===== src/rtl/full_32bit_adder_pkg.sv =====
// Shared constants and types for the registered ripple-carry adder.
package full_32bit_adder_pkg;

    localparam int unsigned ADDER_WIDTH = 32;

    typedef logic [ADDER_WIDTH-1:0] word_t;

endpackage : full_32bit_adder_pkg


===== src/rtl/full_32bit_adder_if.sv =====
// Operand/result bundle for full_32bit_adder; clock and reset stay outside.
interface full_32bit_adder_if
    import full_32bit_adder_pkg::*;
#(
    parameter int unsigned WIDTH = ADDER_WIDTH
);

    logic [WIDTH-1:0] a;
    logic [WIDTH-1:0] b;
    logic             cin;
    logic [WIDTH-1:0] sum;
    logic             ca;

    modport master (
        output a,
        output b,
        output cin,
        input  sum,
        input  ca
    );

    modport slave (
        input  a,
        input  b,
        input  cin,
        output sum,
        output ca
    );

endinterface : full_32bit_adder_if


===== src/rtl/full_adder_1bit.sv =====
// One ripple stage: sum and carry-out of a + b + cin.
module full_adder_1bit (
    input  logic a,
    input  logic b,
    input  logic cin,
    output logic s,
    output logic cout
);

    logic p;

    assign p    = a ^ b;
    assign s    = p ^ cin;
    assign cout = (a & b) | (cin & p);

endmodule : full_adder_1bit


===== src/rtl/full_32bit_adder.sv =====
// Ripple-carry adder with registered {ca, sum}; one-cycle latency, async active-low reset.
module full_32bit_adder
    import full_32bit_adder_pkg::*;
#(
    parameter int unsigned WIDTH = ADDER_WIDTH
) (
    input  logic               clk,
    input  logic               rst_n,
    full_32bit_adder_if.slave  bus
);

    logic [WIDTH:0]   carry;
    logic [WIDTH-1:0] sum_d;
    logic [WIDTH-1:0] sum_q;
    logic             ca_d;
    logic             ca_q;

    assign carry[0] = bus.cin;

    // Carry ripples strictly LSB to MSB through WIDTH stages.
    for (genvar i = 0; i < WIDTH; i++) begin : g_stage
        full_adder_1bit u_fa (
            .a    (bus.a[i]),
            .b    (bus.b[i]),
            .cin  (carry[i]),
            .s    (sum_d[i]),
            .cout (carry[i+1])
        );
    end

    assign ca_d = carry[WIDTH];

    always_ff @(posedge clk or negedge rst_n) begin
        if (!rst_n) begin
            sum_q <= '0;
            ca_q  <= 1'b0;
        end else begin
            sum_q <= sum_d;
            ca_q  <= ca_d;
        end
    end

    assign bus.sum = sum_q;
    assign bus.ca  = ca_q;

endmodule : full_32bit_adder


===== src/flat_wrapper.sv =====
// flat-port wrapper written by rule: the top's interface ports become plain ports
module full_32bit_adder_flat import full_32bit_adder_pkg::*;
#(
    parameter int unsigned WIDTH = ADDER_WIDTH
)
  (clk, rst_n, bus_a, bus_b, bus_cin, bus_sum, bus_ca);
  full_32bit_adder_if #(.WIDTH(WIDTH)) bus_i ();
  input  logic clk;
  input  logic rst_n;
  input wire logic [$bits(bus_i.a)-1:0] bus_a;
  input wire logic [$bits(bus_i.b)-1:0] bus_b;
  input wire logic [$bits(bus_i.cin)-1:0] bus_cin;
  output wire logic [$bits(bus_i.sum)-1:0] bus_sum;
  output wire logic [$bits(bus_i.ca)-1:0] bus_ca;
  assign bus_i.a = bus_a;
  assign bus_i.b = bus_b;
  assign bus_i.cin = bus_cin;
  assign bus_sum = bus_i.sum;
  assign bus_ca = bus_i.ca;
  full_32bit_adder #(.WIDTH(WIDTH)) u_core (.clk(clk), .rst_n(rst_n), .bus(bus_i));
endmodule

===== config.mk =====
export PLATFORM = sky130hd
export DESIGN_NAME = full_32bit_adder_flat
export DESIGN_NICKNAME = d
export VERILOG_FILES = /design/src/rtl/full_32bit_adder_pkg.sv /design/src/rtl/full_32bit_adder_if.sv /design/src/rtl/full_adder_1bit.sv /design/src/rtl/full_32bit_adder.sv /design/src/flat_wrapper.sv
export SDC_FILE = /design/constraint.sdc
export NUM_CORES = 1
export LEC_CHECK = 0
export ABC_AREA = 1
export BUFFER_PORTS_ARGS = -buffer_cell sky130_fd_sc_hd__buf_2
export CAP_MARGIN = 20
export CORE_MARGIN = 4
export CORE_UTILIZATION = 37
export DETAILED_ROUTE_END_ITERATION = 12
export PLACE_DENSITY = 0.77
export SLEW_MARGIN = 20
export SYNTH_ARGS = -nofsm -noshare
export SYNTH_HDL_FRONTEND = slang
export SYNTH_SLANG_ARGS = --single-unit

===== constraint.sdc =====
create_clock -name clk -period 0.8 [get_ports clk]
set_clock_uncertainty 0.1 [all_clocks]
set_input_delay 0.16 -clock clk [delete_from_list [all_inputs] [get_ports clk]]
set_output_delay 0.16 -clock clk [all_outputs]
set_load 0.01 [all_outputs]

Yosys cells after proc, flatten, opt, wreduce, memory -nomap -nowiden
Index checks and enable logic that the tools add are counted.
{"block": "totals", "out_inout_bits": 33, "input_bits": 67, "ff_bits": 33, "word_cells": 162}
{"block": "op_classes", "bitwise": 160}
{"cell": "$and A1 B1 Y1", "n": 64}
{"cell": "$xor A1 B1 Y1", "n": 64}
{"cell": "$or A1 B1 Y1", "n": 32}

Depth between registers and ports, before layout
Gate-level depths: netlist of run 1.
{"block": "logic_depth", "word_depth": 65, "mapped_depth": 36, "ltp_nobuf": 36}

Modules after synthesis
From an unflattened synthesis of run 1, not the netlist that was laid out.
{"block": "unflattened", "hier_cells": 65, "hier_area_um2": 1466.4}
{"mod": "full_32bit_adder", "area_per_inst_um2": 825.8, "seq_area_each_um2": 825.8, "n_inst": 1, "cells_each": 33}
{"mod": "full_adder_1bit", "area_per_inst_um2": 20.0, "seq_area_each_um2": 0.0, "n_inst": 32, "cells_each": 1}

Worst setup path after synthesis of run 1
OpenSTA, ideal clock, no wires.
{"block": "synth_path", "kind": "input to register", "startpoint": "in bus_cin", "endpoint": "reg u_core.sum_q[31], in the netlist u_core.bus.sum[31]", "path_slack_ps": -11663, "t_arrival_ps": 12299, "required_time_ps": 636, "n_path_buf": 0, "path_stages": 36, "setup_time_ps": 64, "path_cell_list": "fa_1 -> fa_1 -> fa_1 -> fa_1 -> fa_1 -> fa_1 -> fa_1 -> fa_1 -> fa_1 -> inv_1 -> fa_1 -> inv_1 -> fa_1 -> fa_1 -> fa_1 -> fa_1 -> fa_1 -> fa_1 -> fa_1 -> fa_1 -> fa_1 -> fa_1 -> fa_1 -> fa_1 -> fa_1 -> fa_1 -> fa_1 -> fa_1 -> fa_1 -> fa_1 -> fa_1 -> fa_1 -> fa_1 -> inv_1 -> fa_1 -> inv_1"}
{"block": "synth_via", "elab_chain_len": 63}
{"item": "from (decl)", "line": "flat_wrapper.sv:12", "text": "input wire logic [$bits(bus_i.cin)-1:0] bus_cin;"}
{"item": "$and A1 B1 Y1", "line": "full_adder_1bit.sv:14", "text": "assign cout = (a & b) | (cin & p);"}
{"item": "$or A1 B1 Y1", "line": "full_adder_1bit.sv:14"}
{"item": "$and A1 B1 Y1", "line": "full_adder_1bit.sv:14"}
{"item": "$or A1 B1 Y1", "line": "full_adder_1bit.sv:14"}
{"item": "$and A1 B1 Y1", "line": "full_adder_1bit.sv:14"}
{"item": "$or A1 B1 Y1", "line": "full_adder_1bit.sv:14"}
{"item": "$and A1 B1 Y1", "line": "full_adder_1bit.sv:14"}
{"item": "$or A1 B1 Y1", "line": "full_adder_1bit.sv:14"}
{"item": "[... 48 more ...]"}
{"item": "$and A1 B1 Y1", "line": "full_adder_1bit.sv:14"}
{"item": "$or A1 B1 Y1", "line": "full_adder_1bit.sv:14"}
{"item": "$and A1 B1 Y1", "line": "full_adder_1bit.sv:14"}
{"item": "$or A1 B1 Y1", "line": "full_adder_1bit.sv:14"}
{"item": "$and A1 B1 Y1", "line": "full_adder_1bit.sv:14"}
{"item": "$or A1 B1 Y1", "line": "full_adder_1bit.sv:14"}
{"item": "$xor A1 B1 Y1", "line": "full_adder_1bit.sv:13", "text": "assign s = p ^ cin;"}
{"item": "via u_core.g_stage[31].u_fa.s", "line": "full_adder_1bit.sv:6", "text": "output logic s,"}
{"item": "to (signal assigned)", "line": "full_32bit_adder.sv:38", "text": "sum_q <= sum_d;"}
{"item": "to (decl)", "line": "full_32bit_adder.sv:14", "text": "logic [WIDTH-1:0] sum_q;"}
The timed path passes the listed nets, and every way through them passes these cells.

Worst setup path in the final report of run 1
Ends and elaborated chain as after synthesis.

==> results by group, run 1 <==
Worst setup path
  – Setup crit end kind: flop
  – Cell repeated most along the worst path: fa_2
  – CP Class: in2reg
  – CP top delay family: adder cells
  – Crit-path slowest cell: fa_1
  – Crit path arrival time: 11520 ps
  – Data required time of the worst path: 920 ps
  – CP Max Fanout: 1
  – WP buf/inv: 5
  – Setup crit start kind: input pin
  – Crit-path max cell delay: 400 ps

Synth
  – Synthesis-stage register bit count: 33
  – Dominant cell type by area after synthesis: dfrtp_1
  – Avg Synthesized Cell Area: 20.1 sq um
  – Top cell type's share of synthesized area: 54.9%
  – Largest cells by area after synthesis: dfrtp_1 (55%), fa_1 (43%), inv_1 (2.5%)
  – Post-synth cell types: 3
  – Sequential cell area fraction in the yosys report: 54.9%
  – Mapped Cells: 75
  – Ys Warns: 0
  – Synthesized area: 1500 sq um
  – Syn Nets: 174

Timing
  – Slew Viols, Final: 0
  – Max-slew headroom: 88.2%
  – Tmin final: 11400 ps
  – Post-Route Setup TNS: -186460 ps
  – # setup viols final: 65
  – Post-route setup slack: -10600 ps
  – Worst slew pin tran: 177 ps
  – RSZ-0062 raised after global routing: true
  – Period Utilization, post-route: 1430%
  – Count of final hold-check violations: 0
  – Max Freq: 87.7 MHz

Die
  – Die Height: 71.8 um
  – Die width: 71.8 um
  – IO Pins: 100
  – Starting Density: 39.6%
  – Total die area: 5150 sq um
  – Core Rows: 22
  – Core Area: 3800 sq um

Global route
  – GRT Overall Usage: 14.1%
  – GR Overflow Total: 0
  – First-pass GRT wire length: 5350 um
  – Vias in the first global route: 1157
  – Largest net degree at the start of global routing: 34
  – Initial antenna violation count: 0

Clock network
  – CTS root buf: clkbuf_8
  – Clock Pin Slew Worst Setup and Hold Paths: 60 ps
  – Clock Path Buffers: 2
  – CTS tree: done
  – Num CTS Buffers: 5
  – CTS Sinks: 33
  – Deepest level of the CTS H-tree: 2

Final layout
  – Share of layout cells above drive strength 1: 77.2%
  – Layout area overhead: 51.2%
  – ANT cells: 0
  – Fillers: 284
  – Commonest cells after routing, fill and taps aside: buf_2 (95), dfrtp_1 (33), fa_2 (31)
  – Commonest non-fill, non-tap cell in the layout: buf_2
  – Nets@finish: 282

Routing
  – Drt drc: 0
  – Vias: 980
  – Number of routed nets with antenna violations: 0
  – 1st-iter DRT viols: 39
  – WL per Instance: 14.1 um
  – Via/cell ratio: 4.22
  – Routed wire length: 3280 um
  – First-pass DRT Iterations: 4

Place
  – Port Buffers: 99
  – Post-DP HPWL: 2830 um
  – Gpl congestion: 0.804

Power and ir drop
  – Total power draw: 0.00449 W
  – Pwr/cell area: 1970 nW/um^2
  – VDD IR-drop max: 0.709 mV
  – Leakage: 1.10 nW

Flow run
  – Max_cap viols: 0

Status
  – Violated checks: setup timing
  – Outcome: finished with violations

Worst hold path
  – HP Class: in2reg
-- state kept, by name (all words and copies together) (netlist names) --
name / cells
u_core.bus.sum: 32
u_core.bus.ca: 1
-- cell usage after synthesis, drive strengths merged --
library cell	n
inv	10
dfrtp	33
fa	32
-- per-stage QoR --
stage	utilization [%]	hold WS, ps	area (sq um)	std cells	worst slack [ps]
floorplan	-	-236	1580	75	-10510
global placement	56.7	25.0	2150	223	-10820
detailed placement	56.7	31.8	2150	223	-10980
CTS	59.4	80.9	2260	232	-10640
global route	59.9	74.2	2270	232	-10840
finish	59.9	89.7	2270	232	-10600
-- routing by layer --
layer  global-route usage [%]  vias to the layer above  wire length (um)  share of wire (%)
li1                         -                      430                 -                  -
met1                     16.0                      476              1080                 33
met5                        0                        -                 0                  0
met3                     6.03                        4               440                 13
met4                     4.38                        0                29               0.88
met2                     24.2                       70              1730                 53
-- kinds of logic (layout without fill, tap and decap cells) --
group	after synthesis	after routing	share of synthesized area (%)
flops	33	33	54.9
buf+inv	10	119	2.50
fa+ha+maj	32	32	42.6
-- repair_timing --
item,in CTS,in global routing
endpoints found under the setup margin,65,65
pin swaps,1,0
hold endpoints to repair,33,0
hold buffers,1,0
setup buffers,0,0
resized for setup,3,4
-- path summary, 6_finish.rpt --
path	startpoint	to	slack, ps	cells past startpoint
max	bus_cin	u_core.bus.sum[31]	-10600	37
min	bus_a[1]	u_core.bus.sum[1]	90	2
max in group asynchronous	rst_n	u_core.bus.sum[21]	140	3
min in group asynchronous	rst_n	u_core.bus.sum[1]	290	3
-- final cells by class --
| cell class | instances | area [sq um] | area share, % |
|---|---|---|---|
| well taps | 48 | 60.1 | 2.64 |
| clock inverters | 2 | 10.0 | 0.440 |
| inverters | 10 | 37.5 | 1.65 |
| flip-flops and latches | 33 | 826 | 36.3 |
| clock buffers | 6 | 72.6 | 3.19 |
| multi-input cells | 32 | 718 | 31.6 |
| repair buffers | 101 | 551 | 24.2 |
-- power breakdown --
part / internal, W / switching (W) / total [W]
Combinational: 0.000614 / 0.000641 / 0.00126
Clock: 0.000602 / 0.000559 / 0.00116
Sequential: 0.00199 / 0.0000807 / 0.00207
Power figures use the tool's default switching activity.
==> run 2: changes to the inputs <==
--- a/config.mk
+++ b/config.mk
@@ -5,10 +5,9 @@
 export SDC_FILE = /design/constraint.sdc
 export NUM_CORES = 1
 export LEC_CHECK = 0
-export ABC_AREA = 1
+export ABC_AREA = 0
 export BUFFER_PORTS_ARGS = -buffer_cell sky130_fd_sc_hd__buf_2
 export CAP_MARGIN = 20
-export CORE_MARGIN = 4
 export CORE_UTILIZATION = 37
 export DETAILED_ROUTE_END_ITERATION = 12
 export PLACE_DENSITY = 0.77
==> run 2 against run 1 <==
  * The flow still finishes with violations (setup timing)
  * Fmax grew 0.13%
  * Utilization rose by 1.8 points
  * Global-route usage increased by 1.5 points
  * Worst hold slack worse by 3.9 ps
  * Final area rose by 2.2%
  * Clock-buffer cell count up 1
  * Non-clock buffer count is the same
  * Clock power is 15% higher
==> results by group, run 2 (synthesized netlist as in run 1, its figures left out) <==
Timing
  – RSZ-0062 raised after global routing: true
  – Post-route setup slack: -10590 ps
  – Hold Worst Slack: 85.8 ps
  – Worst slew pin tran: 172 ps
  – Slew Viols, Final: 0
  – # setup viols final: 65
  – Max Freq: 87.8 MHz
  – Count of final hold-check violations: 0
  – Max-slew headroom: 88.5%
  – Period Utilization, post-route: 1420%
  – Tmin final: 11390 ps

Power and ir drop
  – VDD IR-drop max: 1.20 mV
  – Pwr/cell area: 2030 nW/um^2
  – Leakage: 1.12 nW
  – Total power draw: 0.00472 W

Global route
  – GR Overflow Total: 0
  – Vias in the first global route: 1072
  – GRT Overall Usage: 15.6%
  – First-pass GRT wire length: 4670 um
  – Initial antenna violation count: 0
  – Largest net degree at the start of global routing: 34

Final layout
  – Layout area overhead: 54.6%
  – Fin area: 2320 sq um
  – Commonest cells after routing, fill and taps aside: buf_2 (90), dfrtp_1 (33), fa_2 (31)
  – Number of flip-flops in the largest register: 32
  – Multi-input logic area: 718 sq um
  – Share of layout cells above drive strength 1: 77.7%
  – Register Area: 826 sq um
  – Nets@finish: 282
  – Commonest non-fill, non-tap cell in the layout: buf_2
  – ANT cells: 0
  – Fillers: 290

Die
  – Total die area: 4320 sq um
  – Core Rows: 22
  – Die width: 65.8 um
  – Core Area: 3770 sq um
  – IO Pins: 100
  – Starting Density: 39.9%
  – Die Height: 65.8 um

Clock network
  – CTS tree: done
  – Num CTS Buffers: 5
  – Clock Pin Slew Worst Setup and Hold Paths: 70 ps
  – Clock Path Buffers: 2
  – CTS root buf: clkbuf_8
  – CTS Sinks: 33
  – Deepest level of the CTS H-tree: 2

Routing
  – Vias: 965
  – Drt drc: 0
  – Routed wire length: 2870 um
  – Via/cell ratio: 4.16
  – Number of routed nets with antenna violations: 0
  – WL per Instance: 12.4 um
  – 1st-iter DRT viols: 14
  – First-pass DRT Iterations: 2

Place
  – Gpl congestion: 0.687
  – Placed Area: 2150 sq um
  – Post-DP HPWL: 2430 um
  – Port Buffers: 99

Worst setup path
  – Cell repeated most along the worst path: fa_2
  – Crit-path slowest cell: fa_1
  – Crit-path max cell delay: 390 ps
  – Setup crit end kind: flop
  – CP Class: in2reg
  – Setup crit start kind: input pin
  – CP Max Fanout: 1
  – Data required time of the worst path: 920 ps
  – Crit path arrival time: 11510 ps

Worst hold path
  – HP Class: in2reg

Status
  – Outcome: finished with violations
  – Violated checks: setup timing

Flow run
  – Max_cap viols: 0
run 2: changes by cell type in the layout (fill, tap and decap cells not counted), sizes merged:
cell and change:
clkinv -1, clkbuf +1
run 2: per-stage QoR:
| stage | std cells | worst slack [ps] | utilization (%) | TNS [ps] |
|---|---|---|---|---|
| 2_1_floorplan | 75 | -10510 | - | -179720 |
| 3_3_place_gp | 223 | -10840 | 57.1 | -187060 |
| 3_5_place_dp | 223 | -11030 | 57.1 | -191120 |
| 4_1_cts | 232 | -10690 | 60.3 | -188350 |
| 5_1_grt | 232 | -10880 | 61.6 | -191360 |
| 6_report | 232 | -10590 | 61.6 | -185520 |
run 2: worst paths after layout:
check | startpoint | endpoint | slack [ps] | cells past startpoint
worst max-delay path | bus_cin | u_core.bus.sum[31] | -10590 | 37
worst min-delay path | bus_a[30] | u_core.bus.sum[30] | 90 | 2
max in group asynchronous | rst_n | u_core.bus.sum[24] | 140 | 3
min in group asynchronous | rst_n | u_core.bus.sum[8] | 290 | 3
run 2: routing by layer:
metal	track usage (%)	vias to the layer above	share of wire, %
met1	16.5	462	32
met3	6.25	7	12
li1	-	430	-
met5	0	-	0
met4	7.34	0	1.9
met2	26.8	66	53
run 2: final cells by class:
cell class / instances / area share, %
sequential: 33 / 35.5
multi-input combinational: 32 / 30.9
timing repair buffer: 101 / 25.0
clock buffer: 7 / 4.14
tap: 48 / 2.58
inverter: 10 / 1.61
clock inverter: 1 / 0.215
run 2: power breakdown:
part	internal, W	switching [W]
combinational	0.000671	0.000638
clock	0.000776	0.000556
sequential	0.00199	0.0000857
run 2: critical path: cells and delay by family:
kind	cells	cell delay (ps)
adder cells (fa/ha/maj)	32	11020
buffers and inverters	5	320
run 2: repair_timing:
item                       in CTS  in global routing
gates resized for setup         3                  9
pin swaps                       0                  2
setup endpoints to repair      65                 65
hold endpoints to repair       33                  0
hold buffers                    1                  0
buffers inserted                0                  0
gates cloned                    0                  0
==> run 3: changes to the inputs <==
--- a/config.mk
+++ b/config.mk
@@ -8,6 +8,7 @@
 export ABC_AREA = 0
 export BUFFER_PORTS_ARGS = -buffer_cell sky130_fd_sc_hd__buf_2
 export CAP_MARGIN = 20
+export CORE_ASPECT_RATIO = 1.2
 export CORE_UTILIZATION = 37
 export DETAILED_ROUTE_END_ITERATION = 12
 export PLACE_DENSITY = 0.77
==> constraint.sdc (replaced) <==
create_clock -name clk -period 0.8 [get_ports clk]
set_clock_uncertainty 0.1 [all_clocks]
set_input_delay 0.04 -clock clk [delete_from_list [all_inputs] [get_ports clk]]
set_output_delay 0.04 -clock clk [all_outputs]
set_load 0.01 [all_outputs]
==> run 3 against run 2 <==
  * The flow finishes with violations (hold timing, setup timing)
  * Fmax rose by 0.37%
  * Sequential power about the same
  * Setup slack better by 42 ps
  * Cell count rose by 2.6%
  * Critical endpoint unchanged
  * Sequential share of layout area about the same
  * Highest routed layer unchanged
==> results by group, run 3 (synthesized netlist as in run 1, its figures left out) <==
Die
  – IO Pins: 100
  – Starting Density: 38.5%
  – Core Area: 3910 sq um
  – Total die area: 4320 sq um
  – Core Rows: 25
  – Die width: 60.2 um
  – Die Height: 71.8 um

Final layout
  – Final Util: 59.5%
  – Finished Layout Cells: 238
  – ANT cells: 0
  – Commonest cells after routing, fill and taps aside: buf_2 (91), dfrtp_1 (33), fa_2 (31)
  – Fillers: 305
  – Commonest non-fill, non-tap cell in the layout: buf_2
  – Share of layout cells above drive strength 1: 77.2%
  – Nets@finish: 282
  – Layout area overhead: 54.7%
  – Number of flip-flops in the largest register: 32

Routing
  – Drt drc: 0
  – First-pass DRT Iterations: 4
  – Via/cell ratio: 4.07
  – Vias: 969
  – Routed wire length: 2890 um
  – WL per Instance: 12.1 um
  – 1st-iter DRT viols: 13
  – Number of routed nets with antenna violations: 0

Place
  – Pre-CTS setup slack: -10890 ps
  – Post-DP HPWL: 2380 um
  – Gpl congestion: 0.673
  – DP Cell Count: 229
  – Port Buffers: 99

Clock network
  – CTS tree: done
  – CTS Sinks: 33
  – CTS root buf: clkbuf_8
  – Hold buffers post-CTS: 1
  – Clock Pin Slew Worst Setup and Hold Paths: 70 ps
  – Setup bufs post-CTS: 0
  – Num CTS Buffers: 5
  – Deepest level of the CTS H-tree: 2
  – Clock Path Buffers: 2

Worst setup path
  – WP depth: 37
  – Data required time of the worst path: 920 ps
  – WP buf/inv: 5
  – CP Class: in2reg
  – Setup crit start kind: input pin
  – CP top delay family: adder cells
  – Critical path startpoint: bus_cin
  – Setup crit end kind: flop
  – Crit-path slowest cell: fa_1
  – CP Max Fanout: 1
  – Cell repeated most along the worst path: fa_2
  – Crit path arrival time: 11460 ps
  – Crit-path max cell delay: 390 ps
  – Worst setup path end: u_core.bus.sum[31]

Status
  – Outcome: finished with violations
  – Violated checks: hold timing, setup timing

Timing
  – Max Freq: 88.2 MHz
  – Max-slew headroom: 87.9%
  – Slew Viols, Final: 0
  – Tmin final: 11340 ps
  – # setup viols final: 65
  – Period Utilization, post-route: 1420%
  – Count of final hold-check violations: 29
  – Worst slew pin tran: 181 ps
  – RSZ-0062 raised after global routing: true
  – Hold Worst Slack: -30.6 ps
  – Post-Route Setup TNS: -179360 ps
  – Post-route setup slack: -10540 ps

Power and ir drop
  – Pwr/cell area: 2030 nW/um^2
  – Leakage: 1.12 nW
  – VDD IR-drop max: 0.784 mV
  – Total power draw: 0.00472 W

Global route
  – First-pass GRT wire length: 4380 um
  – Vias in the first global route: 1053
  – GRT Overall Usage: 14.2%
  – Largest net degree at the start of global routing: 34
  – GR Overflow Total: 0
  – Initial antenna violation count: 0

Worst hold path
  – HP Class: in2reg

Flow run
  – Max_cap viols: 0
[run 3: cell counts in the layout (fill, tap and decap cells not counted)]
No cell type changed its count.
[run 3: what timing repair did]
action / in CTS / in global routing
endpoints found under the setup margin: 65 / 65
resized for setup: 3 / 7
hold endpoints to repair: 63 / 29
[run 3: layout make-up]
class	count	area, sq um	area share [%]
Timing Repair Buffer	101	576	24.7
Inverter	10	37.5	1.61
Clock inverter	1	5.00	0.215
Tap cell	54	67.6	2.90
Clock buffer	7	96.3	4.14
Sequential cell	33	826	35.5
Multi-Input combinational cell	32	718	30.9
[run 3: how the worst min path moves through the flow]
stage,from,end,cells past startpoint
2_1_floorplan,rst_n,u_core.bus.ca,0
3_3_place_gp,rst_n,u_core.bus.sum[15],2
3_5_place_dp,rst_n,u_core.bus.sum[13],2
4_1_cts,bus_cin,u_core.bus.sum[0],2
5_1_grt,bus_cin,u_core.bus.sum[0],2
6_report,bus_cin,u_core.bus.sum[0],2
[run 3: power by group]
part / total, W / internal [W] / switching, W
Clock: 0.00134 / 0.000777 / 0.000565
Combinational: 0.00130 / 0.000663 / 0.000632
Sequential: 0.00208 / 0.00199 / 0.0000873
[run 3: metrics by stage]
step | hold slack [ps] | instance area (sq um)
final | -30.6 | 2330
after global routing | -40.6 | 2330
after CTS | -39.6 | 2280
after detailed placement | -84.1 | 2160
after global placement | -88.9 | 2160
after floorplan | -356 | 1580
[run 3: layer usage]
metal / up-vias / GRT usage, % / wire [um]
li1: 430 / - / -
met1: 460 / 14.4 / 1050
met2: 75 / 24.8 / 1490
met3: 4 / 7.40 / 323
met4: 0 / 3.88 / 27
met5: - / 0 / 0
